<file path="src/rtl/gent_constrained_rng.sv">
// Multi-channel constrained-random value generator: per-channel policies served
// by bounded rejection sampling from a shared 32-bit Galois LFSR.
module gent_constrained_rng #(
    parameter int          WIDTH        = 16,
    parameter int          NUM_CHANNELS = 4,
    parameter int          MAX_TRIES    = 8,
    parameter logic [31:0] SEED         = 32'h0000_0001
) (
    input  logic                                             clk,
    input  logic                                             rst,
    input  logic                                             cfg_we,
    input  logic [(NUM_CHANNELS > 1 ? $clog2(NUM_CHANNELS) : 1)-1:0] cfg_chan,
    input  logic [1:0]                                       cfg_mode,
    input  logic [WIDTH-1:0]                                 cfg_lo,
    input  logic [WIDTH-1:0]                                 cfg_hi,
    input  logic                                             seed_load,
    input  logic [31:0]                                      seed_value,
    input  logic                                             req_valid,
    output logic                                             req_ready,
    input  logic [(NUM_CHANNELS > 1 ? $clog2(NUM_CHANNELS) : 1)-1:0] req_chan,
    output logic                                             rsp_valid,
    input  logic                                             rsp_ready,
    output logic [WIDTH-1:0]                                 rsp_data,
    output logic [(NUM_CHANNELS > 1 ? $clog2(NUM_CHANNELS) : 1)-1:0] rsp_chan,
    output logic                                             rsp_fallback
);

    localparam int               CW    = (NUM_CHANNELS > 1) ? $clog2(NUM_CHANNELS) : 1;
    localparam int               TW    = $clog2(MAX_TRIES + 1);
    localparam logic [31:0]      POLY  = 32'h8020_0003;
    localparam logic [WIDTH-1:0] MAXV  = {WIDTH{1'b1}};
    localparam logic [WIDTH-1:0] ONE   = WIDTH'(1);
    localparam logic [TW-1:0]    LAST  = TW'(MAX_TRIES - 1);

    typedef enum logic [1:0] {
        IDLE   = 2'd0,
        SAMPLE = 2'd1,
        RESP   = 2'd2
    } state_t;

    function automatic logic [31:0] lfsr_step(input logic [31:0] s);
        return s[0] ? ((s >> 1) ^ POLY) : (s >> 1);
    endfunction

    function automatic logic chan_ok(input logic [CW-1:0] c);
        return 32'(c) < 32'(NUM_CHANNELS);
    endfunction

    function automatic logic cand_ok(input logic [1:0] mode, input logic [WIDTH-1:0] c,
                                     input logic [WIDTH-1:0] lo, input logic [WIDTH-1:0] hi);
        logic ok;
        case (mode)
            2'd1:    ok = (c >= lo) && (c <= hi);
            2'd2:    ok = (c < lo) || (c > hi);
            default: ok = 1'b1;
        endcase
        return ok;
    endfunction

    // Exclude-range falls back to the nearest value just outside the window.
    function automatic logic [WIDTH-1:0] fallback_value(input logic [1:0] mode,
                                                        input logic [WIDTH-1:0] lo,
                                                        input logic [WIDTH-1:0] hi);
        logic [WIDTH-1:0] v;
        case (mode)
            2'd2: begin
                if (hi != MAXV) begin
                    v = hi + ONE;
                end else if (lo != '0) begin
                    v = lo - ONE;
                end else begin
                    v = '0;
                end
            end
            default: v = lo;
        endcase
        return v;
    endfunction

    state_t             state_r, state_next_s;
    logic [1:0]         mode_r [NUM_CHANNELS];
    logic [WIDTH-1:0]   lo_r   [NUM_CHANNELS];
    logic [WIDTH-1:0]   hi_r   [NUM_CHANNELS];
    logic [31:0]        lfsr_r;
    logic [1:0]         snap_mode_r;
    logic [WIDTH-1:0]   snap_lo_r, snap_hi_r;
    logic [CW-1:0]      chan_r;
    logic [TW-1:0]      tries_r;
    logic [WIDTH-1:0]   rsp_data_r;
    logic [CW-1:0]      rsp_chan_r;
    logic               rsp_fallback_r;
    logic [1:0]         req_mode_s;
    logic [WIDTH-1:0]   req_lo_s, req_hi_s, cand_s;
    logic               pass_s, last_s;

    assign cand_s = lfsr_r[WIDTH-1:0];
    assign pass_s = cand_ok(snap_mode_r, cand_s, snap_lo_r, snap_hi_r);
    assign last_s = (tries_r == LAST);

    // Policy lookup for the requesting channel; unknown channels act as uniform.
    always_comb begin
        req_mode_s = 2'd0;
        req_lo_s   = '0;
        req_hi_s   = '0;
        if (chan_ok(req_chan)) begin
            req_mode_s = mode_r[req_chan];
            req_lo_s   = lo_r[req_chan];
            req_hi_s   = hi_r[req_chan];
        end else begin
            req_mode_s = 2'd0;
        end
    end

    // Per-channel policy table.
    always_ff @(posedge clk or posedge rst) begin
        if (rst) begin
            for (int i = 0; i < NUM_CHANNELS; i++) begin
                mode_r[i] <= 2'd0;
                lo_r[i]   <= '0;
                hi_r[i]   <= '0;
            end
        end else if (cfg_we && chan_ok(cfg_chan)) begin
            mode_r[cfg_chan] <= cfg_mode;
            lo_r[cfg_chan]   <= cfg_lo;
            hi_r[cfg_chan]   <= cfg_hi;
        end
    end

    // LFSR: a seed load wins over stepping; fixed mode does not consume entropy.
    always_ff @(posedge clk or posedge rst) begin
        if (rst) begin
            lfsr_r <= SEED;
        end else if (seed_load) begin
            lfsr_r <= (seed_value == 32'h0000_0000) ? SEED : seed_value;
        end else if (state_r == SAMPLE && snap_mode_r != 2'd3) begin
            lfsr_r <= lfsr_step(lfsr_r);
        end
    end

    // State register.
    always_ff @(posedge clk or posedge rst) begin
        if (rst) begin
            state_r <= IDLE;
        end else begin
            state_r <= state_next_s;
        end
    end

    // Next-state logic.
    always_comb begin
        state_next_s = state_r;
        case (state_r)
            IDLE:    state_next_s = req_valid ? SAMPLE : IDLE;
            SAMPLE:  state_next_s = (pass_s || last_s) ? RESP : SAMPLE;
            RESP:    state_next_s = rsp_ready ? IDLE : RESP;
            default: state_next_s = IDLE;
        endcase
    end

    // Request snapshot, attempt counter and response registers.
    always_ff @(posedge clk or posedge rst) begin
        if (rst) begin
            snap_mode_r    <= 2'd0;
            snap_lo_r      <= '0;
            snap_hi_r      <= '0;
            chan_r         <= '0;
            tries_r        <= '0;
            rsp_data_r     <= '0;
            rsp_chan_r     <= '0;
            rsp_fallback_r <= 1'b0;
        end else begin
            case (state_r)
                IDLE: begin
                    tries_r <= '0;
                    if (req_valid) begin
                        snap_mode_r <= req_mode_s;
                        snap_lo_r   <= req_lo_s;
                        snap_hi_r   <= req_hi_s;
                        chan_r      <= req_chan;
                    end
                end
                SAMPLE: begin
                    tries_r <= tries_r + TW'(1);
                    if (pass_s) begin
                        rsp_data_r     <= (snap_mode_r == 2'd3) ? snap_lo_r : cand_s;
                        rsp_chan_r     <= chan_r;
                        rsp_fallback_r <= 1'b0;
                    end else if (last_s) begin
                        rsp_data_r     <= fallback_value(snap_mode_r, snap_lo_r, snap_hi_r);
                        rsp_chan_r     <= chan_r;
                        rsp_fallback_r <= 1'b1;
                    end
                end
                default: ;
            endcase
        end
    end

    // Handshake outputs decode directly from the state register.
    always_comb begin
        req_ready = (state_r == IDLE);
        rsp_valid = (state_r == RESP);
    end

    assign rsp_data     = rsp_data_r;
    assign rsp_chan     = rsp_chan_r;
    assign rsp_fallback = rsp_fallback_r;

endmodule

</file>
<file path="config.mk">
export PLATFORM = sky130hd
export DESIGN_NAME = gent_constrained_rng
export DESIGN_NICKNAME = d
export VERILOG_FILES = /design/src/rtl/gent_constrained_rng.sv
export SDC_FILE = /design/constraint.sdc
export NUM_CORES = 1
export LEC_CHECK = 0
export ABC_CLOCK_PERIOD_IN_PS = 24500
export BUFFER_PORTS_ARGS = -buffer_cell sky130_fd_sc_hd__buf_2
export CAP_MARGIN = 25
export CELL_PAD_IN_SITES_DETAIL_PLACEMENT = 2
export CELL_PAD_IN_SITES_GLOBAL_PLACEMENT = 2
export CORE_ASPECT_RATIO = 1.5
export CORE_MARGIN = 2
export CORE_UTILIZATION = 35
export CTS_BUF_LIST = sky130_fd_sc_hd__clkbuf_4 sky130_fd_sc_hd__clkbuf_8 sky130_fd_sc_hd__clkbuf_16
export CTS_CLUSTER_SIZE = 12
export DETAILED_ROUTE_END_ITERATION = 10
export MAX_ROUTING_LAYER = met4
export PLACE_DENSITY = 0.78
export REMOVE_ABC_BUFFERS = 1
export SLEW_MARGIN = 20
export SYNTH_ARGS = -nofsm -noshare
export SYNTH_HDL_FRONTEND = slang
export SYNTH_SLANG_ARGS = --single-unit
</file>
<file path="constraint.sdc">
create_clock -name clk -period 24.5 [get_ports clk]
set_input_delay 4.9 -clock clk [delete_from_list [all_inputs] [get_ports clk]]
set_output_delay 4.9 -clock clk [all_outputs]
set_load 0.1 [all_outputs]
</file>
==> reports/metrics.csv, run 1 <==
metric;value;unit
wl;33100;microns
wl_per_cell;22.5;microns
number_of_core_rows;81;
core_area;32600;sq um
dr.pass1.iters;4;
yosys_most_used_dff;sky130_fd_sc_hd__dfrtp_1;
numPortBuffers;96;
synth-seq-area-share;49.3;%
via_per_inst;5.47;
dieHeight;227;microns
synth_edf_count;0;
cts_setup_buffers;0;
clkSinkCount;229;
dieArea;34700;sq um
cts_hold_buf;0;
grt_pass1_vias;9220;
max-clock-path-buffers;3;
ctsResizeCount;0;
num_io_pins;97;
powerDensity;117;nW/um^2
yosysUniqueCellTypes;62;
path_max_fanout;10;
critical_path.max_stage_delay;560;ps
via_count;8048;
final_min_period_over_clock_period;26.9;%
critPathArrivalTime;1700;ps
synth_largest_area_cell;sky130_fd_sc_hd__dfrtp_1;
initial_utilization;35.6;%
antenna_violating_nets_post_route;0;
yosys_warnings;0;
grt_setup_unrepaired;false;
cellLeakagePower;5.68;nW
setup.worst_path.class;flop to output pin;
synthesis.instances;952;
cts_tree;built;
final-setup-viol-count;0;
cts.clk_slew.worst_paths;60;ps
grt_overflow;0;
cp_cell_sequence;nand2b_1 > inv_1 > buf_2;
grt_first_pass_wirelength;53400;microns
synth-seq-cells;229;
area_growth;14.8;%
h-tree-depth;1;
ys_async_sr_fraction;100;%
filler_cell_count;3356;
clock_latency_reported_for_the_late_side_of_the_worst_skew_pair;530;ps
crit_path_start_kind;flop;
cts_buffers;24;
cts-root-buf;sky130_fd_sc_hd__clkbuf_16;
layout.cells.most_common_list;sky130_fd_sc_hd__dfrtp_1, sky130_fd_sc_hd__mux2_2, sky130_fd_sc_hd__buf_2, sky130_fd_sc_hd__o21ai_0, sky130_fd_sc_hd__nand2_1;
timing.slew.headroom;30.6;%
finalNetCount;1151;
top_area_cells_in_the_synthesized_netlist;sky130_fd_sc_hd__dfrtp_1, sky130_fd_sc_hd__mux2_2, sky130_fd_sc_hd__mux4_2, sky130_fd_sc_hd__mux2i_1, sky130_fd_sc_hd__ha_1;
worst_pin_slew;1040;ps
timing.hold.worst.class;flop to flop;
syn_avg_cell_area;12.2;sq um
setup_ws;17900;ps
cp_slowest_cell;sky130_fd_sc_hd__dfrtp_1;
clock-skew-final;22.8;ps
drtIter0Drc;315;
pre_cts_slack;17040;ps
final.hold.worst_slack;500;ps
initial_antenna_violation_count;3;
gpl.final_weighted_congestion;0.790;
dp_hpwl;22800;microns
worst_setup_ep_type;output pin;
outcome;completed;
route.detailed.drc;0;
timing.setup.tns;0;ps
netlist_area;11600;sq um
groute.usage.overall;20.0;%
maxCapViolations;0;
grt_max_degree;87;
layout.cells.most_common;sky130_fd_sc_hd__dfrtp_1;
die_outline_width;153;microns
maxSlewViolCount;0;
ir_worst_vdd;0.0000504;V
worst-endpoint-required;19600;ps
yosysTopAreaCellShare;49.1;%
layout_min_cycle_time;6600;ps
layout_cell_share_with_drive_strength_beyond_1;34.0;%
finalHoldViolations;0;
fmax;152;MHz
synth_stat cells, types with 7 or more instances:
cell type,n
sky130_fd_sc_hd__dfrtp_1,228
sky130_fd_sc_hd__mux2_2,152
sky130_fd_sc_hd__o21ai_0,92
sky130_fd_sc_hd__nand2_1,85
sky130_fd_sc_hd__mux2i_1,51
sky130_fd_sc_hd__clkbuf_1,44
sky130_fd_sc_hd__inv_1,39
sky130_fd_sc_hd__ha_1,38
sky130_fd_sc_hd__mux4_2,34
sky130_fd_sc_hd__xnor2_1,18
sky130_fd_sc_hd__nor2_1,17
sky130_fd_sc_hd__nor4_1,14
sky130_fd_sc_hd__a21oi_1,13
sky130_fd_sc_hd__nand3_1,12
sky130_fd_sc_hd__nor3_1,12
sky130_fd_sc_hd__nand4_1,11
sky130_fd_sc_hd__a22oi_1,10
sky130_fd_sc_hd__o22ai_1,7
layer usage:
metal	up-vias	part of all wire (%)	track usage [%]
li1	3653	-	-
met1	4221	41	23.2
met2	131	54	36.5
met3	43	3.0	2.38
met4	0	2.2	5.38
met5	-	0	-
layout make-up:
| type | count | area [sq um] | share of cell area, % |
|---|---|---|---|
| sequential | 229 | 5730 | 43.0 |
| multi-input combinational | 632 | 5550 | 41.6 |
| clock buffer | 37 | 734 | 5.50 |
| timing repair buffer | 111 | 626 | 4.69 |
| tap | 415 | 519 | 3.89 |
| inverter | 39 | 154 | 1.15 |
| clock inverter | 4 | 22.5 | 0.169 |
| antenna | 3 | 7.51 | 0.0563 |
path summary, 6_finish.rpt:
check	endpoint	slack, ps	depth (start not counted)	start
setup reg to reg	rsp_data[11]	20580	9	snap_hi_r[0]
min in group asynchronous	lfsr_r[17]	4460	2	rst
setup / recovery	rsp_valid	17900	3	state_r[1]
hold reg to reg	hi_r[3]	500	1	hi_r[3]
max in group asynchronous	hi_r[13]	18280	4	rst
hold / removal	hi_r[3]	500	1	hi_r[3]
state kept, by name, indices dropped and copies added (netlist names):
signal,flops
hi_r,64
lo_r,64
lfsr_r,32
rsp_data,16
snap_hi_r,16
snap_lo_r,16
mode_r,8
tries_r,4
chan_r,2
rsp_chan,2
snap_mode_r,2
state_r,2
rsp_fallback,1
cell families after synthesis:
| group | count (synthesis) | synth area share (%) |
|---|---|---|
| buf+inv | 91 | 3.11 |
| xor+xnor | 18 | 1.36 |
| compound gates | 164 | 9.04 |
| flops | 229 | 49.3 |
| mux | 237 | 25.7 |
| simple gates | 175 | 7.37 |
| fa+ha+maj | 38 | 4.09 |
through the flow:
stage,area [sq um],total power [mW],utilization [%],std cells
after floorplan,11400,1.02,-,900
after global placement,12500,1.17,38.4,1424
after detailed placement,12500,1.21,38.4,1424
after CTS,13300,1.58,40.7,1465
after global routing,13300,1.66,40.9,1470
final,13300,1.56,40.9,1470
critical path, delay by kind of cell, from the launching register on:
family	cells	cell delay, ps
DFF	1	560
buffers and inverters	2	490
and+or+nand+nor	1	140
power by group:
group | leakage [nW] | internal, mW | switching (mW)
combinational | 2.53 | 0.233 | 0.400
clock | 0.383 | 0.206 | 0.150
sequential | 2.76 | 0.479 | 0.0947
total | 5.68 | 0.917 | 0.645
Note: power is estimated with default switching activity, not from simulation.
==> inputs of run 2 (changes only) <==
Settings changed: ABC_AREA set to 1, ABC_CLOCK_PERIOD_IN_PS 24500 to 5400, CORE_UTILIZATION 35 to 32, PLACE_DENSITY 0.78 to 0.85.
Clock period 24.5 ns to 5.4 ns, I/O delays scaled along.
==> reports/metrics.csv, run 2 <==
metric;value;unit
layout.cells.most_common;sky130_fd_sc_hd__nand2_1;
antenna_violating_nets_post_route;0;
crit_path_start_kind;flop;
number_of_buffer_and_inverter_stages_on_the_critical_path;3;
wl_per_cell;19.8;microns
cts_buffers;24;
clock_latency_reported_for_the_late_side_of_the_worst_skew_pair;540;ps
ir_worst_vdd;0.000307;V
timing.setup.tns;0;ps
cell_depth_of_the_worst_flop_to_flop_path;15;
synth_edf_count;0;
die_outline_width;163;microns
drtIter0Drc;570;
powerDensity;535;nW/um^2
worst-endpoint-required;5830;ps
maxSlewViolCount;0;
clkSinkCount;229;
hold_path.startpoint;hi_r[47];
grt_setup_unrepaired;false;
yosysTopAreaCellShare;47.2;%
max-clock-path-buffers;3;
grt_overflow;0;
worst_setup_ep_type;flop;
final_min_period_over_clock_period;61.8;%
cellLeakagePower;6.69;nW
pre_cts_slack;2050;ps
cp_slowest_cell;sky130_fd_sc_hd__dfrtp_1;
setup_ws;2060;ps
syn_avg_cell_area;7.66;sq um
fmax;299;MHz
synth-seq-cells;229;
setup.worst_path.class;flop to flop;
top_area_cells_in_the_synthesized_netlist;sky130_fd_sc_hd__dfrtp_1, sky130_fd_sc_hd__nand2_1, sky130_fd_sc_hd__o21ai_0, sky130_fd_sc_hd__inv_1, sky130_fd_sc_hd__nor2_1;
antennaDiodeCount;0;
layout.cells.most_common_list;sky130_fd_sc_hd__nand2_1, sky130_fd_sc_hd__o21ai_0, sky130_fd_sc_hd__dfrtp_1, sky130_fd_sc_hd__inv_1, sky130_fd_sc_hd__nor2_1;
wl;42400;microns
post_synth_most_frequent_cells;sky130_fd_sc_hd__nand2_1, sky130_fd_sc_hd__o21ai_0, sky130_fd_sc_hd__dfrtp_1, sky130_fd_sc_hd__inv_1, sky130_fd_sc_hd__nor2_1;
yosys_warnings;0;
initial_utilization;32.3;%
yosysUniqueCellTypes;43;
path_max_fanout;22;
groute.usage.overall;22.4;%
synthMostInstantiatedCell;sky130_fd_sc_hd__nand2_1;
gpl.final_weighted_congestion;0.828;
synth_largest_area_cell;sky130_fd_sc_hd__dfrtp_1;
cpLargestDelayFamily;simple AND/OR/NAND/NOR gates;
worst_pin_slew;994;ps
layout_cell_share_with_drive_strength_beyond_1;11.5;%
final_design_area_no_fill;13800;sq um
dieArea;39400;sq um
finalNetCount;1748;
numPortBuffers;96;
p_total;7.37;mW
via_count;11200;
cts.clk_slew.worst_paths;60;ps
core_area;37400;sq um
critical_path.max_stage_delay;560;ps
clock-skew-final;11.2;ps
outcome;completed;
grt_pass1_vias;12800;
initial_antenna_violation_count;0;
reg2reg_slack;2060;ps
h-tree-depth;1;
place_area;13000;sq um
dp_hpwl;29700;microns
final_core_area_utilization;36.8;%
dieHeight;242;microns
hold_end;hi_r[47];
netlist_area;12100;sq um
synth-seq-area-share;47.4;%
maxCapViolations;0;
worstReg2RegStart;snap_lo_r[15];
critPathArrivalTime;3760;ps
timing.slew.headroom;33.7;%
layout_min_cycle_time;3340;ps
dr.pass1.iters;4;
finalHoldViolations;0;
cp_cell_sequence;inv_1 > ha_1 > nand2_1 > inv_2 > nand3_1 > nor2_1 > nand2_1 > nand2_1 > nand2_2 > nand2_4 > nand4_2 > nand2_2 > inv_4 > nand2_1 > nand2_1;
largestRegisters;hi_r (64), lo_r (64), lfsr_r (32);
number_of_core_rows;87;
grt_max_degree;129;
grt_first_pass_wirelength;69300;microns
ys_async_sr_fraction;100;%
route.detailed.drc;0;
cts_tree;built;
yosys_most_used_dff;sky130_fd_sc_hd__dfrtp_1;
final-setup-viol-count;0;
area_growth;13.9;%
cts_hold_buf;0;
cts_setup_buffers;0;
timing.hold.worst.class;flop to flop;
via_per_inst;5.23;
timing.hold.worst_path_depth;2;
ctsResizeCount;0;
cts-root-buf;sky130_fd_sc_hd__clkbuf_16;
critPathMostFrequentCell;sky130_fd_sc_hd__nand2_1;
num_io_pins;97;
filler_cell_count;4362;
synthesis.instances;1578;
crit-reg2reg-capture;rsp_data[6];
==> run 2: area by class of cell <==
type,count,area (sq um),area share (%)
Clock buffer,37,734,5.34
Clock inverter,3,21.3,0.155
Inverter,143,548,3.98
Multi-Input combinational cell,1125,5500,40.0
Sequential cell,229,5730,41.6
Tap cell,489,612,4.45
Timing Repair Buffer,111,613,4.45
==> run 2: worst max-delay path by stage <==
| stage | depth (start not counted) | from | endpoint |
|---|---|---|---|
| 6_report | 15 | snap_lo_r[15] | rsp_data[6] |
| 5_1_grt | 15 | snap_lo_r[15] | rsp_data[6] |
| 4_1_cts | 15 | snap_lo_r[15] | rsp_data[6] |
| 3_5_place_dp | 15 | snap_lo_r[15] | rsp_data[6] |
| 3_3_place_gp | 14 | snap_lo_r[15] | rsp_chan[0] |
| 2_1_floorplan | 1 | rst | chan_r[0] |
==> run 2: through the flow <==
stage	instances	hold slack (ps)
finish	2137	481
global route	2137	498
CTS	2136	484
detailed placement	2096	470
global placement	2096	461
floorplan	1497	442
==> run 2: cell families (layout without fill, tap and decap cells) <==
kind of cell    after synthesis  after routing  share of synthesized area, %
compound gates              399            399                          17.1
xor+xnor                     18             18                          1.30
fa+ha+maj                    38             38                          3.93
buf+inv                     224            294                          7.24
flops                       229            229                          47.4
simple gates                670            670                          23.0
==> run 2: power by group <==
group | total [mW] | leakage, nW | internal [mW] | switching (mW)
logic | 3.12 | 3.44 | 0.867 | 2.25
registers | 2.60 | 2.87 | 2.17 | 0.429
clock network | 1.65 | 0.385 | 0.934 | 0.713
==> run 2: tightest hold or removal path: cells and delay by family, from the launching register on <==
family / cells / cell delay, ps
flip-flops: 1 / 330
AO/OA/AOI/OAI: 1 / 60
AND/OR/NAND/NOR: 1 / 50
==> run 2: per-layer routing <==
layer / part of all wire (%) / GRT usage [%] / up-vias
li1: - / - / 5254
met1: 40 / 25.1 / 5719
met2: 54 / 41.3 / 145
met3: 2.4 / 2.19 / 65
met4: 3.0 / 7.05 / 0
met5: 0 / - / -
